## src/rtl/jtopl_wr_ctl.sv

```systemverilog
// jtopl_wr_ctl: CPU write controller for the OPL register file.
// Latches address/data bus cycles, decodes the register address into one up_*
// strobe plus sel_group/sel_sub/dout, and holds them for HOLD_CEN cen ticks so
// every slot of the shifting CSR sees the value. Owns globals 0x01 and 0xBD.
// Ports: clk, rst_n (async, active low), cen (slot tick), cs_n/wr_n/addr/din (CPU bus);
// busy, ovf, write, dout, sel_group, sel_sub, up_* strobes, wave_mode, am_dep,
// vib_dep, rhy_en, rhy_kon.
module jtopl_wr_ctl #(
    parameter int HOLD_CEN = 24
) (
    input  logic       clk,
    input  logic       rst_n,
    input  logic       cen,
    input  logic       cs_n,
    input  logic       wr_n,
    input  logic       addr,
    input  logic [7:0] din,
    output logic       busy,
    output logic       ovf,
    output logic       write,
    output logic [7:0] dout,
    output logic [1:0] sel_group,
    output logic [2:0] sel_sub,
    output logic       up_mult,
    output logic       up_ksl_tl,
    output logic       up_ar_dr,
    output logic       up_sl_rr,
    output logic       up_wav,
    output logic       up_fnumlo,
    output logic       up_fnumhi,
    output logic       up_fbcon,
    output logic       wave_mode,
    output logic       am_dep,
    output logic       vib_dep,
    output logic       rhy_en,
    output logic [4:0] rhy_kon
);
    localparam int CW = $clog2(HOLD_CEN + 1);
    typedef enum logic {IDLE, APPLY} st_t;
    st_t           st_q, st_d;
    logic [CW-1:0] cnt_q, cnt_d;
    logic          act_q, act_d, wrp_q, wrp_d, pv_q, pv_d, wr_q, wm_q, wm_d, ovf_q, ovf_d;
    // update word layout: {type[2:0], group[1:0], sub[2:0], data[7:0]}
    logic [15:0]   cur_q, cur_d, pnd_q, pnd_d, new_w;
    logic [7:0]    alat_q, alat_d, bd_q, bd_d, ups;
    logic          wr_req, wr_edge, ad_wr, dt_wr, new_v, is_op, is_ch;
    logic [2:0]    op_ty, ch_ty, ch_s;
    logic [1:0]    ch_g;

    assign wr_req  = ~cs_n & ~wr_n;
    assign wr_edge = wr_req & ~wr_q;
    assign ad_wr   = wr_edge & ~addr;
    assign dt_wr   = wr_edge & addr;

    // address decode; type index selects the up_* strobe (0=mult .. 7=fbcon)
    always_comb begin
        is_op = (alat_q[7:5] inside {3'd1, 3'd2, 3'd3, 3'd4, 3'd7}) && alat_q[4:3] != 2'd3 && alat_q[2:0] <= 3'd5;
        is_ch = (alat_q[7:4] inside {4'hA, 4'hB, 4'hC}) && alat_q[3:0] <= 4'd8;
        op_ty = alat_q[7:5] == 3'd7 ? 3'd4 : alat_q[7:5] - 3'd1;
        ch_ty = alat_q[7:4] == 4'hA ? 3'd5 : alat_q[7:4] == 4'hB ? 3'd6 : 3'd7;
        ch_g  = alat_q[3:0] >= 4'd6 ? 2'd2 : alat_q[3:0] >= 4'd3 ? 2'd1 : 2'd0;
        // low 3 bits suffice: 6,7,8 wrap to 6,7,0 and subtracting 6 mod 8 gives n%3
        ch_s  = alat_q[3:0] >= 4'd6 ? alat_q[2:0] - 3'd6 : alat_q[3:0] >= 4'd3 ? alat_q[2:0] - 3'd3 : alat_q[2:0];
        new_w = is_op ? {op_ty, alat_q[4:3], alat_q[2:0], din} : {ch_ty, ch_g, ch_s, din};
        new_v = dt_wr && (is_op || is_ch);
    end

    always_ff @(posedge clk or negedge rst_n) begin
        if (!rst_n) begin
            st_q   <= IDLE;
            cnt_q  <= '0;
            act_q  <= 1'b0;
            wrp_q  <= 1'b0;
            pv_q   <= 1'b0;
            wr_q   <= 1'b0;
            wm_q   <= 1'b0;
            ovf_q  <= 1'b0;
            cur_q  <= '0;
            pnd_q  <= '0;
            alat_q <= '0;
            bd_q   <= '0;
        end else begin
            st_q   <= st_d;
            cnt_q  <= cnt_d;
            act_q  <= act_d;
            wrp_q  <= wrp_d;
            pv_q   <= pv_d;
            wr_q   <= wr_req;
            wm_q   <= wm_d;
            ovf_q  <= ovf_d;
            cur_q  <= cur_d;
            pnd_q  <= pnd_d;
            alat_q <= alat_d;
            bd_q   <= bd_d;
        end
    end

    always_comb begin
        st_d   = st_q;
        cnt_d  = cnt_q;
        act_d  = act_q;
        wrp_d  = 1'b0;
        pv_d   = pv_q;
        wm_d   = wm_q;
        ovf_d  = ovf_q;
        cur_d  = cur_q;
        pnd_d  = pnd_q;
        alat_d = ad_wr ? din : alat_q;
        bd_d   = dt_wr && alat_q == 8'hBD ? din : bd_q;
        if (dt_wr && alat_q == 8'h01) begin
            wm_d  = din[5];
            ovf_d = 1'b0;
        end
        if (st_q == IDLE) begin
            if (new_v) begin
                {st_d, act_d, wrp_d, cnt_d, cur_d} = {APPLY, 1'b1, 1'b1, CW'(HOLD_CEN), new_w};
            end
        end else if (cnt_q == '0) begin
            // gap clock after expiry: start the pending update, a fresh write, or finish
            if (pv_q) begin
                {act_d, wrp_d, cnt_d, cur_d} = {1'b1, 1'b1, CW'(HOLD_CEN), pnd_q};
                pv_d  = new_v;
                pnd_d = new_v ? new_w : pnd_q;
            end else if (new_v) begin
                {act_d, wrp_d, cnt_d, cur_d} = {1'b1, 1'b1, CW'(HOLD_CEN), new_w};
            end else begin
                st_d = IDLE;
            end
        end else begin
            if (cen) begin
                cnt_d = cnt_q - CW'(1);
                act_d = cnt_q != CW'(1);
            end
            if (new_v) begin
                if (pv_q) begin
                    ovf_d = 1'b1;
                end else begin
                    pv_d  = 1'b1;
                    pnd_d = new_w;
                end
            end
        end
    end

    always_comb begin
        ups       = act_q ? 8'd1 << cur_q[15:13] : 8'd0;
        busy      = st_q == APPLY;
        ovf       = ovf_q;
        write     = wrp_q;
        dout      = cur_q[7:0];
        sel_sub   = cur_q[10:8];
        sel_group = cur_q[12:11];
        {up_fbcon, up_fnumhi, up_fnumlo, up_wav, up_sl_rr, up_ar_dr, up_ksl_tl, up_mult} = ups;
        wave_mode = wm_q;
        {am_dep, vib_dep, rhy_en, rhy_kon} = bd_q;
    end
endmodule

```

## config.mk

```make
export PLATFORM = sky130hd
export DESIGN_NAME = jtopl_wr_ctl
export DESIGN_NICKNAME = d
export VERILOG_FILES = /design/src/rtl/jtopl_wr_ctl.sv
export SDC_FILE = /design/constraint.sdc
export NUM_CORES = 1
export LEC_CHECK = 0
export ABC_AREA = 1
export CAP_MARGIN = 40
export CORE_MARGIN = 3
export CORE_UTILIZATION = 30
export CTS_CLUSTER_SIZE = 16
export DETAILED_ROUTE_END_ITERATION = 6
export DONT_BUFFER_PORTS = 1
export GPL_ROUTABILITY_DRIVEN = 1
export SLEW_MARGIN = 40
export SYNTH_ARGS = -nofsm -noshare
export SYNTH_HDL_FRONTEND = slang
export SYNTH_SLANG_ARGS = --single-unit
```

## constraint.sdc

```tcl
create_clock -name clk -period 3.26 [get_ports clk]
set_input_delay 0.489 -clock clk [delete_from_list [all_inputs] [get_ports clk]]
set_output_delay 0.489 -clock clk [all_outputs]
set_load 0.005 [all_outputs]
```

==> results of run 1 <==
-- placed cells by master (no fill, tap or decap) --
cell	netlist	routed
o21ai_4	1	1
buf_16	0	1
nand3_2	4	4
nand2_4	1	1
buf_4	16	2
o21ai_1	10	10
nand2_2	4	4
nor2_2	3	3
clkbuf_8	0	10
o21ai_0	27	27
o21ai_2	7	7
dfrtp_1	60	60
bufinv_16	0	1
o31ai_1	1	1
clkinv_2	0	2
nand3_1	25	25
a21oi_1	27	27
o211ai_1	1	1
inv_2	3	3
nand2_1	147	147
ha_1	6	6
clkinv_4	0	1
o2111ai_1	1	1
nor3_1	1	1
nand4_1	2	2
nor4_1	1	1
clkinv_1	1	1
or2_2	2	2
nor4_2	1	1
nand3b_1	3	3
a21oi_2	1	1
nor3_4	1	1
inv_1	51	51
nor2_1	25	25
xor2_1	1	1
clkinvlp_4	0	2
-- stage by stage --
stage | instance area [µm²] | power [mW] | setup slack [ns] | hold WS [ns]
floorplan | 3360 | 2.03 | 1.57 | 0.193
global placement | 3370 | 2.14 | 1.00 | 0.197
detailed placement | 3370 | 2.17 | 0.956 | 0.197
CTS | 3590 | 2.88 | 0.932 | 0.00687
global route | 3590 | 3.10 | 0.590 | 0.0119
finish | 3590 | 2.84 | 0.954 | -0.00224
-- cell families after synthesis --
family                   count (synthesis)  synth area share [%]
flip-flops                              60                  44.7
XOR/XNOR                                 1                 0.261
AO/OA/AOI/OAI                           76                  12.8
adder cells (fa/ha/maj)                  6                  2.24
AND/OR/NAND/NOR                        220                  28.4
buffers and inverters                   81                  11.6
-- worst paths after layout --
kind                       startpoint         to  cells past startpoint
max                         alat_q[2]   cur_q[1]                      9
min                             rst_n  cur_q[11]                      1
max reg2reg                 alat_q[2]   cur_q[1]                      9
min reg2reg                  cnt_q[4]   cnt_q[4]                      2
max in group asynchronous       rst_n  alat_q[2]                      1
min in group clk                 cs_n       wr_q                      1
-- worst reg2reg max path: cells and delay by family (launching register included) --
kind            cells  cell delay, ns
fa+ha+maj           1            0.25
compound gates      2            0.28
simple gates        6            1.20
flops               1            0.46
-- sequential cells by signal (all words and copies together) (netlist names) --
| name | count |
|---|---|
| act_q | 1 |
| alat_q | 8 |
| bd_q | 8 |
| busy | 1 |
| cnt_q | 5 |
| cur_q | 16 |
| ovf | 1 |
| pnd_q | 16 |
| pv_q | 1 |
| wave_mode | 1 |
| wr_q | 1 |
| write | 1 |
-- cell type report --
type | count | area, µm² | share of cell area, %
multi-input combinational | 303 | 1470 | 40.8
tap | 140 | 175 | 4.87
clock buffer | 10 | 138 | 3.83
sequential | 60 | 1500 | 41.8
timing repair buffer | 3 | 42.5 | 1.18
clock inverter | 6 | 63.8 | 1.78
inverter | 55 | 206 | 5.74
-- metal layers --
layer  routed length (µm)  vias to the layer above
met5                    0                        -
met4                  178                        0
met3                  583                       13
met2                 3460                       61
met1                 3620                     1276
li1                     -                     1366
-- repair_timing --
action / 4_1_cts / 5_1_grt
hold buffers: 1 / 0
setup endpoints to repair: 0 / 0
hold endpoints to repair: 60 / 0
-- power by group through the flow --
stage / clock, mW / combinational (mW) / sequential [mW]
detailed placement: 0 / 0.924 / 1.24
CTS: 0.703 / 0.948 / 1.23
finish: 0.681 / 0.937 / 1.23
global placement: 0 / 0.900 / 1.24
floorplan: 0 / 0.885 / 1.14
global route: 0.738 / 1.10 / 1.27
==> flow_metrics.tcl, run 1 <==
set metrics [dict create \
    status "finished with violations" \
    violations "hold timing" \
    vias_per_cell 4.71 \
    die_y_um 112 \
    core_mm2 0.0109 \
    drive_gt1_share_pct 10.8 \
    cts_buffers 9 \
    seqPwrFrac_pct 43.1 \
    nets 452 \
    synth_top_cell_area_share_pct 44.7 \
    ys.warnings.count 0 \
    swShare_pct 39.6 \
    required_ns 3.48 \
    vdd_ir_drop_max_v 0.000286 \
    cp_common_cell "nand3_2" \
    rsz0062_at_grt "no" \
    grt.busiest_layer "met2" \
    num_rows 38 \
    die_w_um 112 \
    worstPathArrival_ns 2.53 \
    yosysMostFrequentCell "nand2_1" \
    path_cells "ha_1, a21oi_2, nand3_2, nand3_2, nand2_4, nor2_1, nand2_1, nand3_1, o21ai_0" \
    area_delta_synth_final_pct 7.04 \
    crit_path_max_fanout 16 \
    met1_usage_pct 17.0 \
    p_leak_nw 1.77 \
    root_buffer "clkbuf_8" \
    critical_path_buf_inv_count 0 \
    worstMarginPinSlew_ns 0.652 \
    ant_nets 0 \
    setup_viol 0 \
    slew_viol_final 0 \
    antenna_found_initial 0 \
    net-switching-power_mw 1.13 \
    pin_count 47 \
    port_buffers 0 \
    hold_violations 1 \
    clock_latency_ns 0.35 \
    async_flop_share_pct 100 \
    cts_tree "built" \
    drc_errors 0 \
    die-area_mm2 0.0125 \
    synth_common_cells "nand2_1, dfrtp_1, inv_1, a21oi_1, o21ai_0" \
    start_util_pct 30.8 \
    fin_tns_setup_ns 0 \
    ys_ff_latch 60 \
    slowest_stage "nor2_1" \
    ff2ff_setup_slack_ns 0.95 \
    cp-end-kind "flop" \
    synth.yosys.seq_area_share_pct 44.7 \
    grtUsageTotal_pct 13.5 \
    path_delay_family "simple AND/OR/NAND/NOR gates" \
    setup.worst_path.start_class "flop" \
    drt_iter0_drc 185 \
    totalWireLength_mm 7.85 \
    p_int_mw 1.72 \
    vias 2716 \
    n_fill_cell 1136 \
    grt_max_degree 61 \
    grt_pass1_wl_mm 13.6 \
    htreeDepth 3 \
    syn-num-nets 464 \
    synth_cell_types 33 \
    slew_headroom_pct 56.4 \
    combPwrFrac_pct 33.0 \
    drt-pass1-iter-count 4 \
    synth_edf_count 0 \
    critPathKind "reg -> reg" \
    synth.area.top_cells "dfrtp_1, nand2_1, inv_1" \
    mappedNetlistArea_mm2 0.00336 \
    min_period_ns 2.31 \
    use_met3_pct 5.43 \
    fin_crit_sh_pct 70.7 \
    clock.fmax_mhz 434 \
    clk_path_buf_depth 2 \
    finalClockSkew_ns 0.0137 \
    dominantRegCellSynth "dfrtp_1" \
    clk_pin_slew_worst_paths_ns 0.08 \
    clock-sinks 60 \
    wl_per_cell_um 13.6 \
    grt_pass1_vias 2793 \
    diodes 0 \
    synth_area_leader_cell "dfrtp_1" \
    syn_inst 444 \
    placed_cells 560 \
    power_density_mw_per_mm2 791 \
    hp-class "in -> async" \
    final_util_pct 33.0 \
    overflow 0 \
    power_frac_clock_pct 23.9 \
    synth.avg_cell_area_um2 7.56 \
    drv_cap 0 \
    dp_hpwl_mm 5.59 \
    gp_congestion 0.867 \
    slowest_delay_ns 0.56 \
    met2_usage_pct 20.9 \
    final_cells 577 \
    holdWs_ns -0.00224 \
    post_cts_buffers 0 \
    ctsResizeCount 0 \
]
Note: power is estimated with default switching activity, not from simulation.
==> inputs of run 2 (changes only) <==
==> constraint.sdc (replaced) <==
create_clock -name clk -period 2.21 [get_ports clk]
set_input_delay 0.3315 -clock clk [delete_from_list [all_inputs] [get_ports clk]]
set_output_delay 0.3315 -clock clk [all_outputs]
set_load 0.005 [all_outputs]
==> flow_metrics.tcl, run 2 (same netlist as run 1, synthesis figures left out) <==
set metrics [dict create \
    core_mm2 0.0109 \
    met2_usage_pct 21.7 \
    pin_count 47 \
    ff2ff_setup_slack_ns 0.15 \
    use_met3_pct 4.67 \
    wl_per_cell_um 14.4 \
    dp_hpwl_mm 5.85 \
    power_density_mw_per_mm2 1150 \
    fin_tns_setup_ns 0 \
    cts_tree "built" \
    num_rows 38 \
    hp-start "cs_n" \
    hp-class "in -> reg" \
    setup.worst_path.start_class "flop" \
    vdd_ir_drop_max_v 0.000460 \
    die-area_mm2 0.0125 \
    gp_congestion 0.902 \
    drive_gt1_share_pct 13.6 \
    worstPathArrival_ns 2.31 \
    met1_usage_pct 18.1 \
    holdWs_ns 0.0434 \
    clock_latency_ns 0.35 \
    slew_viol_final 0 \
    drt-pass1-iter-count 5 \
    root_buffer "clkbuf_8" \
    r2r-start "alat_q[1]" \
    ant_nets 0 \
    die_y_um 112 \
    cts_buffers 9 \
    grt.busiest_layer "met2" \
    required_ns 2.46 \
    vias 2804 \
    grt_max_degree 61 \
    grt_pass1_vias 2780 \
    slew_headroom_pct 63.4 \
    drc_errors 0 \
    crit_start "alat_q[1]" \
    n_fill_cell 1146 \
    min_period_ns 2.06 \
    hold_depth 1 \
    r2r_end "pnd_q[8]" \
    fin_crit_sh_pct 93.2 \
    crit_path_max_fanout 12 \
    hold_violations 0 \
    totalWireLength_mm 8.48 \
    clock.fmax_mhz 485 \
    hold_end "wr_q" \
    worstRegToRegCells 10 \
    port_buffers 0 \
    worstMarginPinSlew_ns 0.544 \
    area_delta_synth_final_pct 11.8 \
    rsz0062_at_grt "no" \
    setup_viol 0 \
    grtUsageTotal_pct 13.9 \
    vias_per_cell 4.78 \
    clk_path_buf_depth 2 \
    p_leak_nw 1.84 \
    grt_pass1_wl_mm 14.0 \
    layout_commonest_cell "nand2_1" \
    cp-end-kind "flop" \
    top_regs "cur_q (16), pnd_q (16)" \
    critPathKind "reg -> reg" \
    status "complete, no violations" \
    finalClockSkew_ns 0.0141 \
    antenna_found_initial 0 \
    nets 463 \
    start_util_pct 30.8 \
    drt_iter0_drc 132 \
    htreeDepth 3 \
    die_w_um 112 \
    clk_pin_slew_worst_paths_ns 0.07 \
    drv_cap 0 \
    overflow 0 \
    final_cell_mix "nand2_1, dfrtp_1, inv_1, o21ai_0, a21oi_1" \
    clock-sinks 60 \
    diodes 0 \
]
==> run 2: cell type report <==
type | instances | area (µm²) | share of cell area, %
Clock buffer | 12 | 165 | 4.40
Clock inverter | 3 | 45.0 | 1.20
Inverter | 55 | 206 | 5.50
Multi-Input combinational cell | 303 | 1490 | 39.6
Sequential cell | 60 | 1500 | 40.0
Tap cell | 140 | 175 | 4.67
Timing Repair Buffer | 14 | 174 | 4.63
==> run 2: worst max path at each step <==
stage	slack, ns	depth (start not counted)	to
floorplan	0.52	8	pnd_q[8]
global placement	0.21	10	cur_q[5]
detailed placement	0.13	10	cur_q[0]
CTS	0.1	10	cur_q[4]
global route	0.007	11	pnd_q[4]
finish	0.15	10	pnd_q[8]
==> run 2: power breakdown <==
part	internal (mW)	total, mW	switching [mW]
clock network	0.606	1.05	0.445
logic	0.538	1.45	0.916
registers	1.48	1.82	0.332
==> run 2: stage by stage <==
step | instances | setup WS (ns) | instance area (µm²) | util (%) | power [mW]
floorplan | 444 | 0.521 | 3360 | - | 2.99
global placement | 564 | 0.205 | 3420 | 31.4 | 3.17
detailed placement | 564 | 0.129 | 3420 | 31.4 | 3.22
CTS | 581 | 0.0998 | 3670 | 33.7 | 4.33
global route | 587 | 0.00700 | 3750 | 34.5 | 4.68
finish | 587 | 0.150 | 3750 | 34.5 | 4.32
==> run 2: critical path: stages, from the launching register on <==
cell     delay (ns)
dfrtp_1        0.44
ha_2           0.23
a21oi_4        0.15
nand3_2        0.14
nand3_2        0.11
nand2_4        0.11
buf_4          0.21
nor3_4         0.16
buf_4          0.16
buf_6          0.16
o21ai_1        0.07
==> run 2: what timing repair did <==
action                                  4_1_cts  5_1_grt
hold buffers                                  2        0
gates resized for setup                       0        6
setup buffers                                 0        4
endpoints found under the hold margin        60        0
endpoints found under the setup margin        0       27
==> run 2: metal layers <==
metal | wire (µm) | part of all wire, % | up-vias
met1 | 3970 | 47 | 1330
met5 | 0 | 0 | -
met3 | 583 | 6.9 | 7
met2 | 3820 | 45 | 83
li1 | - | - | 1384
met4 | 107 | 1.3 | 0
==> inputs of run 3 (changes only) <==
--- a/config.mk
+++ b/config.mk
@@ -7,7 +7,6 @@
 export LEC_CHECK = 0
 export ABC_AREA = 1
 export CAP_MARGIN = 40
-export CORE_MARGIN = 3
 export CORE_UTILIZATION = 30
 export CTS_CLUSTER_SIZE = 16
 export DETAILED_ROUTE_END_ITERATION = 6
==> flow_metrics.tcl, run 3 (same netlist as run 1, synthesis figures left out) <==
set metrics [dict create \
    final_cells 580 \
    die-area_mm2 0.0116 \
    ff2ff_setup_slack_ns 0.22 \
    die_y_um 108 \
    vias 2776 \
    drive_gt1_share_pct 10.7 \
    n_fill_cell 1157 \
    diodes 0 \
    fin_crit_sh_pct 90.2 \
    totalWireLength_mm 7.99 \
    htreeDepth 3 \
    holdWs_ns 0.0436 \
    clk_pin_slew_worst_paths_ns 0.07 \
    drt-pass1-iter-count 4 \
    finalClockSkew_ns 0.00936 \
    cp-end-kind "flop" \
    slew_headroom_pct 63.5 \
    area_delta_synth_final_pct 7.60 \
    clk_path_buf_depth 2 \
    status "complete, no violations" \
    hold_end "wr_q" \
    ctsResizeCount 0 \
    die_w_um 108 \
    grt_pass1_wl_mm 13.5 \
    clock.fmax_mhz 501 \
    clock_latency_ns 0.36 \
    post_cts_buffers 0 \
    ant_nets 0 \
    worstPathArrival_ns 2.23 \
    crit_path_max_fanout 16 \
    hp-start "cs_n" \
    drt_iter0_drc 145 \
    final_cell_mix "nand2_1, dfrtp_1, inv_1, o21ai_0, a21oi_1" \
    postPlaceCellArea_mm2 0.00341 \
    power_density_mw_per_mm2 1130 \
    critPathKind "reg -> reg" \
    r2r-start "alat_q[2]" \
    grt_max_degree 61 \
    gp_congestion 0.836 \
    antenna_found_initial 0 \
    pin_count 47 \
    setup_viol 0 \
    cts_tree "built" \
    cts_buffers 9 \
    power_mw 4.09 \
    setup.worst_path.start_class "flop" \
    p_leak_nw 1.78 \
    worstMarginPinSlew_ns 0.543 \
    grt_pass1_vias 2813 \
    placed_cells 562 \
    stdcell_area_mm2 0.00361 \
    overflow 0 \
    vias_per_cell 4.79 \
    num_rows 38 \
    hold_violations 0 \
    grtUsageTotal_pct 15.4 \
    nets 455 \
    clock-sinks 60 \
    slowest_delay_ns 0.44 \
    required_ns 2.45 \
    rsz0062_at_grt "no" \
    top_regs "cur_q (16), pnd_q (16)" \
    min_period_ns 1.99 \
    layout_commonest_cell "nand2_1" \
    slowest_stage "dfrtp_1" \
    hold_depth 1 \
    drc_errors 0 \
    path_cells "ha_1, a21oi_2, nand3_1, nand3_2, nand2_4, nor2_1, buf_4, nand2_1, nand2_1, o21ai_0" \
    port_buffers 0 \
    cp_common_cell "nand2_1" \
    start_util_pct 30.8 \
    core_mm2 0.0109 \
    dp_hpwl_mm 5.58 \
    worstRegToRegCells 10 \
    r2r_end "cur_q[9]" \
    hp-class "in -> reg" \
    slew_viol_final 0 \
    fin_tns_setup_ns 0 \
    vdd_ir_drop_max_v 0.000520 \
    wl_per_cell_um 13.8 \
    drv_cap 0 \
    ctsHoldBuffers 2 \
    root_buffer "clkbuf_8" \
]
-- run 3: final cells by class --
class / instances / area (µm²) / share of cell area [%]
Clock inverter: 4 / 25.0 / 0.693
Inverter: 55 / 206 / 5.71
Clock buffer: 12 / 145 / 4.02
Multi-Input combinational cell: 303 / 1470 / 40.6
Tap cell: 140 / 175 / 4.85
Timing Repair Buffer: 6 / 92.6 / 2.56
Sequential cell: 60 / 1500 / 41.6
-- run 3: layer usage --
metal	part of all wire [%]	vias up	global-route usage, %	wire length (µm)
met5	0	-	0	0
met3	6.2	17	5.87	499
li1	-	1378	-	-
met2	44	70	24.0	3550
met1	47	1311	19.0	3730
met4	2.7	0	5.97	212
-- run 3: worst max-delay path by stage --
| stage | startpoint | end | slack, ns | cells after the start |
|---|---|---|---|---|
| 3_5_place_dp | alat_q[2] | cur_q[9] | 0.26 | 10 |
| 3_3_place_gp | alat_q[2] | cur_q[9] | 0.31 | 10 |
| 4_1_cts | alat_q[2] | cur_q[9] | 0.23 | 10 |
| 5_1_grt | alat_q[2] | cur_q[9] | 0.03 | 10 |
| 6_report | alat_q[2] | cur_q[9] | 0.22 | 10 |
| 2_1_floorplan | alat_q[2] | pnd_q[8] | 0.52 | 8 |
-- run 3: through the flow --
| stage | worst slack [ns] | util [%] |
|---|---|---|
| 6_report | 0.216 | 33.2 |
| 5_1_grt | 0.0261 | 33.2 |
| 4_1_cts | 0.230 | 33.2 |
| 3_5_place_dp | 0.262 | 31.3 |
| 3_3_place_gp | 0.306 | 31.3 |
| 2_1_floorplan | 0.521 | - |
-- run 3: power breakdown --
group	switching, mW	internal [mW]	total, mW
clock	0.440	0.433	0.873
sequential	0.320	1.48	1.80
combinational	0.899	0.517	1.42
-- run 3: critical path: cells and delay by family, from the launching register on --
| family | cells | cell delay, ns |
|---|---|---|
| adder cells (fa/ha/maj) | 1 | 0.23 |
| buffers and inverters | 1 | 0.19 |
| AND/OR/NAND/NOR | 6 | 0.71 |
| AO/OA/AOI/OAI | 2 | 0.27 |
| flip-flops | 1 | 0.44 |
